--- src/rtl/dadder_dp_sched.sv ---
// rtl/dadder_dp_sched.sv - round-robin scheduler sharing one dadder datapath between requesters
module dadder_dp_sched #(
    parameter int NUM_REQ   = 4,
    parameter int DATA_W    = 32,
    parameter int MAX_OUTST = 4
) (
    input  logic                        clk,
    input  logic                        reset_n,
    input  logic                        en,
    input  logic [NUM_REQ-1:0]          req_valid,
    output logic [NUM_REQ-1:0]          req_ready,
    input  logic [NUM_REQ*DATA_W-1:0]   req_a,
    input  logic [NUM_REQ*DATA_W-1:0]   req_b,
    output logic                        dp_in_valid,
    input  logic                        dp_in_ready,
    output logic [DATA_W-1:0]           dp_in_a,
    output logic [DATA_W-1:0]           dp_in_b,
    input  logic                        dp_out_valid,
    input  logic [DATA_W-1:0]           dp_out_sum,
    input  logic                        dp_out_carry,
    output logic [NUM_REQ-1:0]          rsp_valid,
    output logic [DATA_W-1:0]           rsp_sum,
    output logic                        rsp_carry,
    output logic [$clog2(MAX_OUTST):0]  outst_cnt,
    output logic                        busy,
    output logic                        err_orphan
);
    localparam int ID_W  = (NUM_REQ > 1) ? $clog2(NUM_REQ) : 1;
    localparam int PTR_W = $clog2(MAX_OUTST);

    typedef enum logic {IDLE, ISSUE} state_t;

    state_t           state;
    logic [ID_W-1:0]  rr_ptr;
    logic [ID_W-1:0]  hold_id;
    logic [ID_W-1:0]  win_id;
    logic             win_found;
    logic             handshake;
    logic             space_ok;
    logic             grant;
    logic             push;
    logic             pop;
    logic [PTR_W-1:0] wr_ptr;
    logic [PTR_W-1:0] rd_ptr;
    logic [ID_W-1:0]  id_mem [MAX_OUTST];

    assign handshake = dp_in_valid && dp_in_ready;
    // The slot being freed by this cycle's pop is deliberately not counted.
    assign space_ok  = (int'(outst_cnt) + int'(handshake)) < MAX_OUTST;
    // A new operation may only load when the holding register is empty or draining now.
    assign grant     = en && win_found && space_ok && (!dp_in_valid || handshake);
    assign push      = handshake;
    assign pop       = dp_out_valid && (outst_cnt != '0);
    assign busy      = dp_in_valid || (outst_cnt != '0);

    // Round-robin search: first valid requester at or after rr_ptr, wrapping.
    always_comb begin
        win_found = 1'b0;
        win_id    = '0;
        for (int i = 0; i < NUM_REQ; i++) begin
            if (!win_found && req_valid[(int'(rr_ptr) + i) % NUM_REQ]) begin
                win_found = 1'b1;
                win_id    = ID_W'((int'(rr_ptr) + i) % NUM_REQ);
            end
        end
    end

    // One-hot accept for the winner, only in a cycle where the grant actually happens.
    always_comb begin
        req_ready = '0;
        if (grant) begin
            req_ready[win_id] = 1'b1;
        end
    end

    // Issue FSM: holding register, RR pointer and registered dp_in interface.
    always_ff @(posedge clk or negedge reset_n) begin
        if (!reset_n) begin
            state       <= IDLE;
            dp_in_valid <= 1'b0;
            dp_in_a     <= '0;
            dp_in_b     <= '0;
            hold_id     <= '0;
            rr_ptr      <= '0;
        end else begin
            if (grant) begin
                dp_in_a <= req_a[int'(win_id)*DATA_W +: DATA_W];
                dp_in_b <= req_b[int'(win_id)*DATA_W +: DATA_W];
                hold_id <= win_id;
                rr_ptr  <= (win_id == ID_W'(NUM_REQ - 1)) ? '0 : win_id + 1'b1;
            end
            case (state)
                IDLE: begin
                    if (grant) begin
                        state       <= ISSUE;
                        dp_in_valid <= 1'b1;
                    end
                end
                ISSUE: begin
                    if (dp_in_ready && !grant) begin
                        state       <= IDLE;
                        dp_in_valid <= 1'b0;
                    end
                end
                default: begin
                    state       <= IDLE;
                    dp_in_valid <= 1'b0;
                end
            endcase
        end
    end

    // ID FIFO storage; contents are only meaningful between the pointers.
    always_ff @(posedge clk) begin
        if (push) begin
            id_mem[wr_ptr] <= hold_id;
        end
    end

    // ID FIFO pointers and in-flight count; simultaneous push/pop leaves the count unchanged.
    always_ff @(posedge clk or negedge reset_n) begin
        if (!reset_n) begin
            wr_ptr    <= '0;
            rd_ptr    <= '0;
            outst_cnt <= '0;
        end else begin
            if (push) begin
                wr_ptr <= wr_ptr + 1'b1;
            end
            if (pop) begin
                rd_ptr <= rd_ptr + 1'b1;
            end
            if (push && !pop) begin
                outst_cnt <= outst_cnt + 1'b1;
            end else if (pop && !push) begin
                outst_cnt <= outst_cnt - 1'b1;
            end
        end
    end

    // Route each result to the FIFO head owner one cycle later; flag results with no owner.
    always_ff @(posedge clk or negedge reset_n) begin
        if (!reset_n) begin
            rsp_valid  <= '0;
            rsp_sum    <= '0;
            rsp_carry  <= 1'b0;
            err_orphan <= 1'b0;
        end else begin
            rsp_valid <= '0;
            if (pop) begin
                rsp_valid[id_mem[rd_ptr]] <= 1'b1;
                rsp_sum                   <= dp_out_sum;
                rsp_carry                 <= dp_out_carry;
            end
            if (dp_out_valid && (outst_cnt == '0)) begin
                err_orphan <= 1'b1;
            end
        end
    end

endmodule
--- config.mk ---
export PLATFORM = sky130hd
export DESIGN_NAME = dadder_dp_sched
export DESIGN_NICKNAME = d
export VERILOG_FILES = /design/src/rtl/dadder_dp_sched.sv
export SDC_FILE = /design/constraint.sdc
export NUM_CORES = 1
export LEC_CHECK = 0
export ABC_AREA = 1
export BUFFER_PORTS_ARGS = -buffer_cell sky130_fd_sc_hd__buf_2
export CAP_MARGIN = 5
export CORE_AREA = 5 5 157 159
export CTS_CLUSTER_DIAMETER = 30
export DETAILED_ROUTE_END_ITERATION = 10
export DIE_AREA = 0 0 162 164
export SLEW_MARGIN = 25
export SYNTH_ARGS = -nofsm -noshare
export SYNTH_HDL_FRONTEND = slang
export SYNTH_SLANG_ARGS = --single-unit
--- constraint.sdc ---
create_clock -name clk -period 7.7 [get_ports clk]
set_input_delay 1.54 -clock clk [delete_from_list [all_inputs] [get_ports clk]]
set_output_delay 1.54 -clock clk [all_outputs]
set_load 0.01 [all_outputs]
# After elaboration in Yosys (flattened, before gate mapping)
# Memory sizes are Yosys's and may differ from the RTL's.
# Cells that the tools add are included.
# totals
ff_bits,115
latch_bits,0
mem_bits_rw,8
rom_bits,0
inputBits,298
output_inout_bits,111
word_cells,107
memories,1
# classes
addsub,9
multipliers,0
n_div,0
magnitude_cmp,9
n_eq_ne,3
shift,2
mux,36
bitwise_logic,4
n_reduce_logical,30
# mem_list
name,words,width,read_ports,rd_ports_with_merged_regs,write_ports,line,source
id_mem,4,2,1,0,1,45,logic [ID_W-1:0] id_mem [MAX_OUTST];
# op_table
op,count
$shiftx 128x8->32,2
$mux 1,19
$logic_and 1x1->1,14
$lt 3x4->1 const B,3
$mux 2,5
$lt 2x3->1 const B,3
$add 2x1->2 const B,4
$bmux 1 s2,4
$mux 4,2
$logic_not 1->1,7
$mux 3,2
$reduce_or 2->1,3
$add 2x2->2 const B,2
$add 3x1->4,1
$demux 1 s2,2
$ge 2x1->1 const B,2
$lt 4x3->1 const B,1
$pmux 1 s2,2
$add 3x1->3 const B,1
$and 1x1->1 const A,3
$logic_not 3->1,1
$reduce_bool 3->1,1
$sub 3x1->3 const B,1
$eq 2x2->1 const B,1
6 further kinds,7

# Depth between registers and ports, before layout
# depth
depth_word,21
ltp_mapped,17
mapped_depth_nobuf,14

# Worst setup path after synthesis
# No wires, ideal clock.
# synth_timing
path_kind,input-to-output
startpoint,input req_valid[3]
endpoint,output req_ready[0]
arrival_ns,2.916
required_ns,6.160
path_slack_ns,3.244
cell_stages,12
n_path_buf,2
path_cell_list,inv_1 > nand2_1 > nand3_1 > nand2_2 > nor2_4 > nand3_4 > nand3_2 > buf_6 > buf_2 > ha_1 > inv_1 > nor2_1
# synth_via
elab_chain_len,17
# synth_rtl
element,line,source
"start, declared",10,"input logic [NUM_REQ-1:0] req_valid,"
$bmux 1 s2,61,if (!win_found && req_valid[(int'(rr_ptr) + i) % NUM_REQ]) begin
$mux 1 (not written as such),61,
$mux 1,61,
$logic_not 1->1,61,
$logic_and 1x1->1,61,
$mux 1,61,
$logic_not 1->1,61,
$logic_and 1x1->1,61,
$mux 1,61,
$logic_not 1->1,61,
$logic_and 1x1->1,61,
$mux 2,61,
$lt 2x3->1 (not written as such) or $ge 2x1->1 (tied branches),72,req_ready[win_id] = 1'b1;
$logic_and 1x1->1 (not written as such),72,
$mux 1 (not written as such),72,
$demux 1 s2,72,
$mux 4 *,71,if (grant) begin
"end, declared",11,"output logic [NUM_REQ-1:0] req_ready,"
# Every way passes the cells marked *; elsewhere a longest branch is shown, timed or not. The select of a mux whose other input is x is not followed.

# Worst setup path in the final report
# layout_timing
startpoint,input req_valid[1]
endpoint,output req_ready[1]
# Same word-level chain as after synthesis.

==> flow_summary_export.csv <==
group,metric,value,unit
die,rows,56,
place,dp.cells,1811,
logic_synthesis,synthTopCellsByArea,"dfrtp_1, nand2_1, nand3_1",
worst_hold_path,hold_path.class,"register to register",
final_layout,final_cell_mix,"nand2_1, buf_2, dfrtp_1, inv_1, nand3_1",
clock_tree,cts_sinks,123,
logic_synthesis,syn_avg_cell_area,6.49,µm²
final_layout,instances_no_fill,1846,
clock_tree,numCtsBuffers,17,
routing,detail-route-antenna-nets,0,
timing,fmax,0.174,GHz
logic_synthesis,ys_seq_area_frac,0.410,
final_layout,fin_nets,1848,
logic_synthesis,muxShareOfSynthArea,0.00148,
die,core_area,23100,µm²
clock_tree,cts_tree,"built",
clock_tree,max-clock-path-buffers,2,
logic_synthesis,synth_compound_area_frac,0.0100,
critical_path,setup.worst_path.end_class,"primary output",
timing,slew_violations,0,
critical_path,critPathMaxFanout,51,
critical_path,crit_buf_inv,6,
timing,rsz0062_at_grt,"no",
final_layout,final_common_cell,"nand2_1",
logic_synthesis,synth_top_area_cell,"dfrtp_1",
die,die-area,26600,µm²
final_layout,syn2layout_area_growth,36.7,%
clock_tree,clock_tree.root_cell,"clkbuf_16",
routing,drt-pass1-iter-count,5,
outcome,outcome,"finished, final reports clean",
place,pre_cts_ws,1950,ps
routing,vias,8662,
critical_path,crit_slowest_cell,"nand3_4",
final_layout,final-seq-area,3120,µm²
critical_path,path_class,"primary input to primary output",
routing,drt-initial-drc-count,340,
critical_path,cp_cell_sequence,"buf_2 > inv_1 > nand2_1 > nand3_1 > nand2_2 > inv_2 > nand3_2 > nand3_4 > inv_2 > ha_1 > inv_1 > nor2_1 > buf_2",
logic_synthesis,synthXorXnorAreaFrac,0.00461,
timing,hold_violations,0,
logic_synthesis,synth_seq_cells,123,
clock_tree,clk_latency,410,ps
flow_run,cap_violations,0,
logic_synthesis,synth_top_area_frac,0.379,
final_layout,fillers,2444,
critical_path,required,6160,ps
logic_synthesis,synth_nets,1479,
critical_path,critPathArrivalTime,4200,ps
critical_path,crit_family,"simple AND/OR/NAND/NOR gates",
place,port_buffers,408,
final_layout,multi_input_area,3690,µm²
clock_tree,htreeDepth,4,
logic_synthesis,synth_top_family_by_area,"simple AND/OR/NAND/NOR gates",
timing,fin_tns_setup,0,ps
grt,grt_max_degree,84,
timing,fin_crit_sh,0.745,
critical_path,critPathMaxStageDelay,830,ps
routing,drc_errors,0,
timing,tightest_slew,934,ps
power_and_ir_drop,p_total,4.91,mW
power_and_ir_drop,p_per_area,473,nW/µm²
timing,period_minus_slack,5740,ps
clock_tree,clkSlewWorstSetupHoldPaths,60,ps
timing,whs,464,ps
timing,slew_headroom,0.377,
routing,via_per_inst,4.69,
power_and_ir_drop,power.leakage,6.38,nW
critical_path,cp-start-kind,"primary input",
die,start_util,0.329,
die,die-height,164,µm
logic_synthesis,yosysUniqueCellTypes,30,
grt,globalRouteOverflowTotal,0,
logic_synthesis,synth-simple-area-share,0.449,
critical_path,ff2ff_setup_slack,3720,ps
timing,setup_viol,0,
grt,grt_first_pass_wirelength,43200,µm
routing,wirelength,28100,µm
routing,post_drt_wl_per_cell,15.2,µm
timing,skew,9.33,ps
timing,setup_slack,1960,ps
grt,grt_util_all_layers,0.204,
grt,antenna_found_initial,3,
clock_tree,ctsResizeCount,0,
logic_synthesis,syn_area,7600,µm²
logic_synthesis,synth_fa_ha_area_frac,0.0175,
grt,grt_pass1_vias,8395,
logic_synthesis,syn_inst,1171,
place,dp_hpwl,21200,µm
place,gp_congestion,0.864,
die,fp.dieW,162,µm
die,top_level_ports,409,
logic_synthesis,yosys_warnings,0,
power_and_ir_drop,peakVddDrop,290,µV
final_layout,drive_gt1_frac,0.300,
clock_tree,postCtsSetupRepairBufs,0,
clock_tree,ctsHoldBuffers,0,
-- registers in the layout (all words and copies together), names as in the netlist --
signal,flops
err_orphan,1
rsp_sum,32
wr_ptr,2
hold_id,2
dp_in_valid,1
state,1
rsp_carry,1
rsp_valid,4
rd_ptr,2
dp_in_b,32
dp_in_a,32
rr_ptr,2
id_mem,8
outst_cnt,3
-- synth_stat cells, drive strengths merged --
| cell | n |
|---|---|
| dfrtp | 115 |
| o21ai | 7 |
| inv | 120 |
| xnor2 | 1 |
| nor3 | 1 |
| edfxtp | 8 |
| a21o | 1 |
| mux2 | 1 |
| buf | 49 |
| xor2 | 3 |
| clkinv | 1 |
| clkbuf | 15 |
| nand2 | 667 |
| fa | 1 |
| a32oi | 1 |
| nand3 | 99 |
| a21oi | 5 |
| nand4 | 44 |
| ha | 9 |
| nor2 | 23 |
-- routing by layer --
layer  vias up  share of wire  track usage  wire length (µm)
met4         4          0.027       0.0746               771
met1      3940           0.41        0.253             11500
met5         -        0.00075            0                21
met3        47          0.077       0.0502              2170
met2       358           0.49        0.345             13700
li1       4313              -            -                 -
-- per-stage QoR --
step | util | area (µm²)
2_1_floorplan | - | 7600
3_3_place_gp | 0.420 | 9710
3_5_place_dp | 0.422 | 9750
4_1_cts | 0.449 | 10400
5_1_grt | 0.449 | 10400
6_report | 0.449 | 10400
-- tightest hold or removal path: stages (launching register included) --
cell and delay [ps]:
dfrtp_1 330, nand2_1 50, nand2_1 50
-- logic make-up after synthesis --
logic type	count (synthesis)
buf+inv	185
xor+xnor	4
flops	123
simple gates	834
mux	1
compound gates	14
fa+ha+maj	10
-- power by group --
group | internal, mW | switching, mW | total [mW]
logic | 0.955 | 2.02 | 2.97
clock network | 0.526 | 0.311 | 0.837
registers | 0.930 | 0.174 | 1.10
-- area by class of cell --
type / instances / share of cell area
clock buffers: 21 / 0.0473
multi-input cells: 863 / 0.356
clock inverters: 11 / 0.0126
repair buffers: 414 / 0.205
diodes: 3 / 0.000723
inverters: 121 / 0.0440
flip-flops and latches: 123 / 0.300
well taps: 290 / 0.0349
-- path summary, 6_finish.rpt --
path | startpoint | to | cells past startpoint
setup / recovery | req_valid[1] | req_ready[1] | 13
hold / removal | rsp_sum[8]$_DFFE_PN0P_ | rsp_sum[8]$_DFFE_PN0P_ | 2
setup reg to reg | rr_ptr[0]$_DFFE_PN0P_ | dp_in_b[27]$_DFFE_PN0P_ | 14
hold reg to reg | rsp_sum[8]$_DFFE_PN0P_ | rsp_sum[8]$_DFFE_PN0P_ | 2
max in group asynchronous | reset_n | dp_in_b[31]$_DFFE_PN0P_ | 2
min in group asynchronous | reset_n | rsp_sum[29]$_DFFE_PN0P_ | 1
No activity file was read; power rests on OpenSTA's default activity.
